--- src/rtl/store_align_unit.sv ---
// store_align_unit: translates pipeline stores into word-aligned, lane-enabled
// data-memory writes and buffers up to two of them in a small FIFO.
// Reserved-size stores raise a one-cycle address-error pulse (ades) and record
// the faulting address in badvaddr.
// Optional feature macro: STORE_ALIGN_EXC_EN
//   defined   -> misaligned halfword/word stores are dropped and raise ades
//   undefined -> misaligned offsets are forced aligned and the store proceeds
module store_align_unit (
  input  logic        clk,
  input  logic        rst,
  input  logic        st_valid,
  output logic        st_ready,
  input  logic [1:0]  st_size,
  input  logic [31:0] st_addr,
  input  logic [31:0] st_data,
  output logic        dm_req,
  input  logic        dm_ack,
  output logic [31:0] dm_addr,
  output logic [31:0] dm_wdata,
  output logic [3:0]  dm_wen,
  output logic        ades,
  output logic [31:0] badvaddr,
  output logic        empty
);

`ifdef STORE_ALIGN_EXC_EN
  localparam bit EXC_EN = 1'b1;
`else
  localparam bit EXC_EN = 1'b0;
`endif

  localparam logic [1:0] SZ_BYTE = 2'b00;
  localparam logic [1:0] SZ_HALF = 2'b01;
  localparam logic [1:0] SZ_WORD = 2'b10;

  // FIFO storage and pointers
  logic [31:0] addr_q [2];
  logic [31:0] addr_d [2];
  logic [31:0] data_q [2];
  logic [31:0] data_d [2];
  logic [3:0]  wen_q  [2];
  logic [3:0]  wen_d  [2];
  logic        wr_ptr_q, wr_ptr_d;
  logic        rd_ptr_q, rd_ptr_d;
  logic [1:0]  count_q, count_d;
  logic        ades_q, ades_d;
  logic [31:0] badvaddr_q, badvaddr_d;

  // Translation results for the request currently on the st_* inputs
  logic [31:0] tr_addr;
  logic [31:0] tr_data;
  logic [3:0]  tr_wen;
  logic        reserved;
  logic        misalign;
  logic        fault;
  logic        accept;
  logic        push;
  logic        pop;

  assign st_ready = !rst && (count_q < 2'd2);
  assign dm_req   = (count_q != 2'd0);
  assign empty    = (count_q == 2'd0);
  assign ades     = ades_q;
  assign badvaddr = badvaddr_q;

  // Head of FIFO is presented only while a write is pending; idle bus reads zero
  assign dm_addr  = dm_req ? addr_q[rd_ptr_q] : 32'd0;
  assign dm_wdata = dm_req ? data_q[rd_ptr_q] : 32'd0;
  assign dm_wen   = dm_req ? wen_q[rd_ptr_q]  : 4'd0;

  // Size/offset decode into lane-replicated data and byte enables
  always_comb begin
    tr_addr  = {st_addr[31:2], 2'b00};
    tr_data  = st_data;
    tr_wen   = 4'b1111;
    reserved = 1'b0;
    misalign = 1'b0;
    case (st_size)
      SZ_BYTE: begin
        tr_data = {4{st_data[7:0]}};
        tr_wen  = 4'b0001 << st_addr[1:0];
      end
      SZ_HALF: begin
        // bit 0 of the offset is ignored for lane selection
        tr_data  = {2{st_data[15:0]}};
        tr_wen   = st_addr[1] ? 4'b1100 : 4'b0011;
        misalign = st_addr[0];
      end
      SZ_WORD: begin
        tr_data  = st_data;
        tr_wen   = 4'b1111;
        misalign = (st_addr[1:0] != 2'b00);
      end
      default: begin
        reserved = 1'b1;
      end
    endcase
    fault = reserved || (EXC_EN && misalign);
  end

  assign accept = st_valid && st_ready;
  assign push   = accept && !fault;
  // An ack with nothing pending is ignored; reset overrides any ack
  assign pop    = dm_req && dm_ack;

  // Next-state for FIFO contents, pointers, occupancy and error reporting
  always_comb begin
    addr_d     = addr_q;
    data_d     = data_q;
    wen_d      = wen_q;
    wr_ptr_d   = wr_ptr_q;
    rd_ptr_d   = rd_ptr_q;
    count_d    = count_q;
    ades_d     = accept && fault;
    badvaddr_d = badvaddr_q;

    if (push) begin
      addr_d[wr_ptr_q] = tr_addr;
      data_d[wr_ptr_q] = tr_data;
      wen_d[wr_ptr_q]  = tr_wen;
      wr_ptr_d         = !wr_ptr_q;
    end
    if (pop) begin
      rd_ptr_d = !rd_ptr_q;
    end
    case ({push, pop})
      2'b10:   count_d = count_q + 2'd1;
      2'b01:   count_d = count_q - 2'd1;
      default: count_d = count_q;
    endcase

    if (accept && fault) begin
      badvaddr_d = st_addr;
    end
  end

  // State registers with synchronous active-high reset
  always_ff @(posedge clk) begin
    if (rst) begin
      for (int i = 0; i < 2; i++) begin
        addr_q[i] <= 32'd0;
        data_q[i] <= 32'd0;
        wen_q[i]  <= 4'd0;
      end
      wr_ptr_q   <= 1'b0;
      rd_ptr_q   <= 1'b0;
      count_q    <= 2'd0;
      ades_q     <= 1'b0;
      badvaddr_q <= 32'd0;
    end else begin
      addr_q     <= addr_d;
      data_q     <= data_d;
      wen_q      <= wen_d;
      wr_ptr_q   <= wr_ptr_d;
      rd_ptr_q   <= rd_ptr_d;
      count_q    <= count_d;
      ades_q     <= ades_d;
      badvaddr_q <= badvaddr_d;
    end
  end

endmodule

--- config.mk ---
export PLATFORM = sky130hd
export DESIGN_NAME = store_align_unit
export DESIGN_NICKNAME = d
export VERILOG_FILES = /design/src/rtl/store_align_unit.sv
export SDC_FILE = /design/constraint.sdc
export NUM_CORES = 1
export LEC_CHECK = 0
export ABC_AREA = 0
export BUFFER_PORTS_ARGS = -buffer_cell sky130_fd_sc_hd__buf_4
export CORE_MARGIN = 8
export CORE_UTILIZATION = 30
export CTS_CLUSTER_DIAMETER = 100
export CTS_CLUSTER_SIZE = 20
export DETAILED_ROUTE_END_ITERATION = 8
export PLACE_DENSITY_LB_ADDON = 0.3
export SYNTH_ARGS = -nofsm -noshare
export SYNTH_HDL_FRONTEND = slang
export SYNTH_SLANG_ARGS = --single-unit
--- constraint.sdc ---
create_clock -name clk -period 2.05 [get_ports clk]
set_input_delay 0 -clock clk [delete_from_list [all_inputs] [get_ports clk]]
set_output_delay 0 -clock clk [all_outputs]
set_load 0.1 [all_outputs]
---- After elaboration in Yosys (flattened, before gate mapping) ----
Cells that the tools add are included.
Widths: inputs -> output; s select.
word-level totals
  memory bits (read-only) ................. 0
  input bits .............................. 70
  bits in latches ......................... 0
  bits in registers ....................... 173
  RAM bits ................................ 0
  output and inout port bits .............. 104
  memories ................................ 0
operators by class
  multipliers ............................. 0
  shift operators ......................... 1
  $add $sub $neg .......................... 2
  reduce and logical (&&, ||, !) cells .... 14
  bitwise gates (word level) .............. 2
  eq/ne operators ......................... 4
  $lt $le $gt $ge ......................... 4
  mux-type cells .......................... 24
  div/mod/pow operators ................... 0
operator list
  cell                 number
  $mux 32              9
  $bwmux 64            2
  $pmux 32 s2          1
  $demux 32 s1         1
  $mux 4               6
  $bwmux 8             1
  $pmux 4 s2           1
  $logic_and 1x1->1    6
  $demux 4 s1          1
  $eq 2x1->1 const B   2
  $eq 2x2->1 const B   2
  $ge 2x2->1 const B   2
  $logic_not 2->1      2
  $not 1->2            2
  $pmux 2 s2           1
  $reduce_bool 2->1    2
  $shl 1x2->4 const A  1
  $logic_not 1->1      3
  $reduce_or 3->1      1
  $add 2x1->2 const B  1
  $lt 2x1->1 const B   1
  $lt 2x2->1 const B   1
  $sub 2x1->2 const B  1
  $mux 1               1

---- Longest topological paths before layout ----
Gate-level depths: netlist (run 1).
  depth after elaboration ................. 6
  gate-level depth with buffers ........... 8
  gate-level depth less buffers ........... 6

---- Least setup slack after synthesis (run 1) ----
No wires, ideal clock.
  path kind ............................... register to output
  start point ............................. register count_q[1]
  end point ............................... output dm_wdata[25]
  stages on the path, launching flop included .. 6
  setup slack ............................. -0.785 ns
  buffers on the path ..................... 2
  arrival ................................. 2.835 ns
  data required time ...................... 2.050 ns
  path through ............................ dfxtp_1 > buf_2 > or2_2 > inv_1 > buf_2 > nor2_1
between the ends
  word-level cells in the longest chain between the ends .. 2
RTL lines
  what                      RTL line  text
  start: declaration        45        logic [1:0] count_q, count_d;
  start signal: assignment  156       count_q <= count_d;
  $reduce_bool 2->1         61        assign dm_req = (count_q != 2'd0);
  via dm_req                16        output logic dm_req,
  $mux 32                   68        assign dm_wdata = dm_req ? data_q[rd_ptr_q] : 32'd0;
  end: declaration          19        output logic [31:0] dm_wdata,
The timed path passes the listed nets, and every way through them passes these cells.

---- Final worst setup path (run 1) ----
  start point ............................. register count_q[1]
  end point ............................... output dm_wdata[22]
between the ends
  word-level cells in the longest chain between the ends .. 2
RTL lines
  what               RTL line
  $reduce_bool 2->1  61
  $mux 32            68
No other way between the ends.

==> summary.txt, run 1 <==
CTS
  – Maximum buffer depth of the clock tree: 2
  – Worst-Skew Late Latency: ~0.43 ns
  – Root Buffer Master: clkbuf_16
  – TritonCTS Buffers: 17
  – Clk sinks: around 170
  – TritonCTS clock tree: yes
  – Clk slew on worst S/H paths: approximately 0.060 ns
  – H-Tree Depth: 4

Critical path
  – Crit path launch type: flip-flop
  – Critical path origin: count_q[1]
  – Critical Path RT: 2.05 ns
  – Worst Path Buf+Inv: 4
  – CP Capture Type: output pin
  – CP top delay family: buffers and inverters
  – Slowest Stage Delay on Critical Path: around 0.37 ns
  – Worst r2r path cells: 6
  – Stages on the worst setup path: 6
  – Critical path peak fanout: 11
  – Kind of critical path: flip-flop to output pin
  – Critical path arrival: ~2.0 ns
  – Critical path cell sequence: buf_4 -> or2_4 -> inv_12 -> bufbuf_16 -> nor2_4 -> buf_6
  – Critical Path Slowest Stage Cell: dfxtp_2
  – Critical path endpoint: dm_wdata[22]
  – Reg2reg start: count_q[1]
  – Worst reg-to-reg setup slack: 0.24 ns
  – Reg-to-reg endpoint: count_q[1]

Floorplanning
  – Row count: 58
  – Core area: ~0.025 sq mm
  – IO Pins: 174
  – Die Wd: 176 microns
  – Die ar.: 0.0309 sq mm
  – Starting Density: 0.305
  – Die Y: 176 microns

STA
  – Measured slew at the worst slew-check pin: 0.861 ns
  – Final WS setup: 0.0872 ns
  – Slew HR: 0.423
  – Setup TNS: 0 ns
  – Min Tclk post-route: 1.96 ns
  – Final Hold Viols: 0
  – Final Skew: 0.0104 ns
  – Highest Clock Rate: 0.509 GHz
  – Pins Over Slew Limit: 0
  – RSZ-0062 raised after global routing: no
  – Period utilisation layout: 0.957
  – # setup viols final: 0

Global route
  – Initial antenna violation count: 2
  – First-pass GRT wire length: 42000 microns
  – Largest net degree at the start of global routing: 112
  – Vias in the first global route: ~7700
  – Met2 Track Usage GR: 0.287
  – Met3 usage: 0.0387
  – Total Routing Usage GR: 0.167
  – Gr ovfl total: 0
  – GRT busiest layer: met2
  – Grt met1 use: 0.203

Run status
  – Outcome: finished clean

Drt
  – Overall routed net length: 26500 microns
  – DRC: 0
  – First drt pass iteration count: 6
  – Detailed router's first-iteration violation count: between 500 and 600
  – Vias/cell: 5.26
  – Routed len/inst: 18.5 microns
  – Vias: 7538
  – Antenna Nets Post-Route: 0

Finish
  – Most frequent cells in the layout: buf_4 (185), dfxtp_1 (167), a21oi_1 (154)
  – Finished Layout Cells: 1432
  – Commonest non-fill, non-tap cell in the layout: buf_4
  – Share of layout cells above drive strength 1: 0.289
  – Fillcell total: 2508
  – Area delta synth->final: 43.7%
  – Fin util: 0.438
  – Fin nets: 1158

Logic synthesis
  – Seq cells post-synth: 169
  – Post-Synthesis Cells: 899
  – Post-synth top area cell: dfxtp_1
  – Top post-synthesis cells by area: dfxtp_1 (44%), mux2i_1 (12%), a21oi_1 (10%), nand3_1 (7.1%), o21ai_0 (5.6%)
  – Seq/Total Area, Yosys: 0.442
  – Synthesized area per cell: 8.51 sq um
  – Synthesized area: 0.00765 sq mm
  – Synth cell types: 35
  – Synth Warn #: 0
  – Top cell type's share of synthesized area: 0.442

Pwr
  – Peak supply drop: around 630 uV
  – Pwr/cell area: 1020 mW/mm^2
  – Overall power: 11.2 mW
  – LEAKAGE: 3.88 nW

Placement
  – Port bufs: 171
  – Placer Congestion: between 0.7 and 0.8
  – Placed Cells: 1329
  – Pre-CTS setup slack: 0.209 ns
  – DPL Wire Length: 16500 microns

Flow run
  – Max-cap check violation count: 0

Worst hold path
  – Worst hold path type: primary input to flip-flop
## metrics by stage
| step | area, sq um | hold slack (ns) |
|---|---|---|
| 2_1_floorplan | 8020 | 0.148 |
| 3_3_place_gp | 9600 | 0.268 |
| 3_5_place_dp | 9600 | 0.270 |
| 4_1_cts | 10900 | 0.0105 |
| 5_1_grt | 11000 | 0.0284 |
| 6_report | 11000 | 0.0304 |
## synthesized netlist by cell type
master and number:
nor2_1 72, or4b_4 1, clkbuf_2 1, mux2i_1 90, o21ai_0 86, a22o_1 16, nor3b_2 1, nand2_1 1
conb_1 1, buf_4 9, or2_2 2, clkbuf_1 42, nor2b_1 2, or3_1 2, a211oi_1 40, buf_1 4
buf_2 43, nand4bb_1 1, or3b_2 1, a31oi_1 2, xnor2_1 1, and2_1 1, dfxtp_1 169, o2bb2ai_1 8
nand2b_1 2, nor4b_4 1, nor2_2 1, xor2_1 2, buf_6 3, a21oi_1 154, nand3_1 109, inv_1 4
o21ai_1 25, ha_1 1, and4bb_2 1
## final cells by class
class                   count  area [sq um]  share of cell area
multi-input cells         625          4150               0.377
inverters                   4          27.5             0.00250
flip-flops and latches    169          3390               0.308
diodes                      2          5.00            0.000455
clock inverters            12           163              0.0148
repair buffers            270          2380               0.217
clock buffers              20           467              0.0424
well taps                 330           413              0.0376
## per-layer routing
layer	up-vias	routed length (microns)
li1	3623	-
met1	3682	11300
met4	0	493
met5	-	0
met3	30	1250
met2	203	13500
## flip-flops by register name, indices dropped and copies added (netlist names)
name,count
addr_q,60
ades,1
badvaddr,32
count_q,2
data_q,64
rd_ptr_q,1
wen_q,8
wr_ptr_q,1
## timing repair
item | 4_1_cts | 5_1_grt
endpoints found under the hold margin | 149 | 0
setup endpoints to repair | 56 | 9
gates resized for setup | 5 | 9
buffers inserted | 2 | 2
hold buffers | 64 | 0
gates cloned | 1 | 0
## kinds of logic after synthesis
group,synth area share
flip-flops,0.442
AND/OR/NAND/NOR,0.126
AO/OA/AOI/OAI,0.242
adder cells (fa/ha/maj),0.00164
multiplexers,0.118
XOR/XNOR,0.00344
buffers and inverters,0.0666
other,0.000490
## worst min-delay path by stage
stage	start	depth (start not counted)	endpoint
2_1_floorplan	st_addr[10]	2	addr_q[10]
3_3_place_gp	rst	2	rd_ptr_q
3_5_place_dp	rst	2	rd_ptr_q
4_1_cts	st_data[14]	3	data_q[14]
5_1_grt	st_data[14]	3	data_q[14]
6_report	st_data[14]	3	data_q[14]
## power by group
group,switching [mW],leakage [nW],internal [mW]
combinational,2.72,2.20,1.36
sequential,0.186,1.37,3.47
clock,1.40,0.309,2.04
total,4.30,3.88,6.87
## worst register-to-register path: stages, from the launching register on
cell	delay [ns]
dfxtp_2	0.37
buf_4	0.17
o21ai_0	0.30
inv_1	0.08
ha_1	0.32
or3_1	0.35
a21oi_1	0.14
Note: power is estimated with default switching activity, not from simulation.
==> inputs of run 2 (changes only) <==
CORE_UTILIZATION = 54   (was 30)
PLACE_DENSITY = 0.8   (was not set)
PLACE_DENSITY_LB_ADDON = not set   (was 0.3)
==> summary.txt, run 2 (same netlist as run 1, synthesis figures left out) <==
Floorplanning
  – Die Y: 135 microns
  – Die ar.: 0.0182 sq mm
  – IO Pins: 174
  – Row count: 43
  – Die Wd: 135 microns
  – Core area: 0.0139 sq mm
  – Starting Density: 0.551

Drt
  – Vias: 7606
  – Vias/cell: 6.03
  – Detailed router's first-iteration violation count: 793
  – Antenna Nets Post-Route: 0
  – Overall routed net length: 23400 microns
  – DRC: 0
  – Routed len/inst: between 15 and 20 microns
  – First drt pass iteration count: 5

Global route
  – Total Routing Usage GR: 0.253
  – Largest net degree at the start of global routing: 112
  – Vias in the first global route: just over 7000
  – Initial antenna violation count: 1
  – Gr ovfl total: 0
  – First-pass GRT wire length: 37600 microns

Finish
  – Most frequent cells in the layout: buf_4 (187), dfxtp_1 (168), a21oi_1 (154)
  – Fin nets: 1140
  – Max reg flops: 64
  – Share of layout cells above drive strength 1: 0.276
  – Area delta synth->final: 37.4%
  – Largest register by flop count: data_q
  – Fin util: 0.757
  – Commonest non-fill, non-tap cell in the layout: buf_4

Pwr
  – Pwr/cell area: roughly 1000 mW/mm^2
  – LEAKAGE: 3.74 nW
  – Peak supply drop: 778 uV

Critical path
  – Critical path peak fanout: 18
  – Crit path launch type: flip-flop
  – Slowest Stage Delay on Critical Path: 0.40 ns
  – Critical Path RT: approximately 2.1 ns
  – Critical Path Slowest Stage Cell: dfxtp_1
  – Critical path arrival: 1.95 ns
  – CP Capture Type: output pin
  – CP top delay family: buffers and inverters
  – Kind of critical path: flip-flop to output pin
  – Critical path cell sequence: or2_4 -> inv_8 -> buf_12 -> nor2_4 -> buf_4
  – Worst Path Buf+Inv: 3

Placement
  – Placer Congestion: 0.816
  – Port bufs: 171
  – DPL Wire Length: ~14000 microns

Flow run
  – Max-cap check violation count: 0

Run status
  – Outcome: finished clean

STA
  – Min Tclk post-route: a little under 2 ns
  – Highest Clock Rate: between 0.5 and 0.6 GHz
  – # setup viols final: 0
  – Final Hold Viols: 0
  – Final Skew: 0.00416 ns
  – Period utilisation layout: 0.950
  – Slew HR: 0.507
  – Fin Hold WS: 0.00630 ns
  – RSZ-0062 raised after global routing: no
  – Measured slew at the worst slew-check pin: around 0.74 ns
  – Pins Over Slew Limit: 0

CTS
  – Clk sinks: between 150 and 200
  – Worst-Skew Late Latency: 0.42 ns
  – TritonCTS clock tree: yes
  – TritonCTS Buffers: 17
  – H-Tree Depth: 4
  – Clk slew on worst S/H paths: 0.06 ns
  – Root Buffer Master: clkbuf_16
  – Maximum buffer depth of the clock tree: 2

Worst hold path
  – Worst hold path type: primary input to flip-flop
==> run 2: changes by cell type in the layout (fill, tap and decap cells not counted), sizes merged <==
cell / before / now
clkinv: 4 / 0
dlygate4sd3: 64 / 55
bufbuf: 1 / 0
buf: 205 / 197
clkbuf: 20 / 27
clkinvlp: 1 / 0
inv: 8 / 4
diode: 2 / 1
==> run 2: routing by layer <==
layer / routed length, microns / vias to the layer above / track usage
met5: 0 / - / 0
met4: 761 / 0 / 0.115
met3: 1630 / 65 / 0.0605
met2: 11500 / 311 / 0.408
met1: 9590 / 3650 / 0.313
li1: - / 3580 / -
==> run 2: worst paths after layout <==
path                    start          end  slack [ns]  cells after the start
hold reg to reg    data_q[30]   data_q[30]        0.47                      1
setup / recovery   count_q[1]  dm_addr[29]        0.10                      5
hold / removal    st_data[22]   data_q[54]       0.006                      3
setup reg to reg   count_q[1]   count_q[1]        0.22                      6
==> run 2: power breakdown <==
| part | switching (mW) | internal [mW] |
|---|---|---|
| Clock | 1.20 | 1.97 |
| Sequential | 0.118 | 3.47 |
| Combinational | 2.67 | 1.12 |
| Total | 3.99 | 6.57 |
==> run 2: worst min-delay path: stages <==
cell and delay, ns:
buf_4 0.08, mux2i_1 0.08, a211oi_1 0.22
==> run 2: through the flow <==
step,cells,area (sq um),setup WS (ns),TNS [ns],power (mW)
after floorplan,900,8020,-0.0759,-1.52,6.42
after global placement,1175,9380,0.299,0,7.30
after detailed placement,1175,9380,0.240,0,7.34
after CTS,1260,10500,0.0364,0,10.6
after global routing,1261,10500,0.0420,0,10.9
final,1261,10500,0.103,0,10.6
==> run 2: layout make-up <==
type	count	area, sq um
multi-input cells	625	4150
flip-flops and latches	169	3390
fillers	1011	3370
repair buffers	252	2150
clock buffers	27	483
well taps	180	225
clock inverters	3	90.1
inverters	4	22.5
diodes	1	2.50
==> run 2: repair_timing <==
item                       in CTS  in global routing
gates resized for setup         1                  1
hold endpoints to repair      142                  0
hold buffers                   55                  0
setup endpoints to repair      45                 19
setup buffers                   0                  0
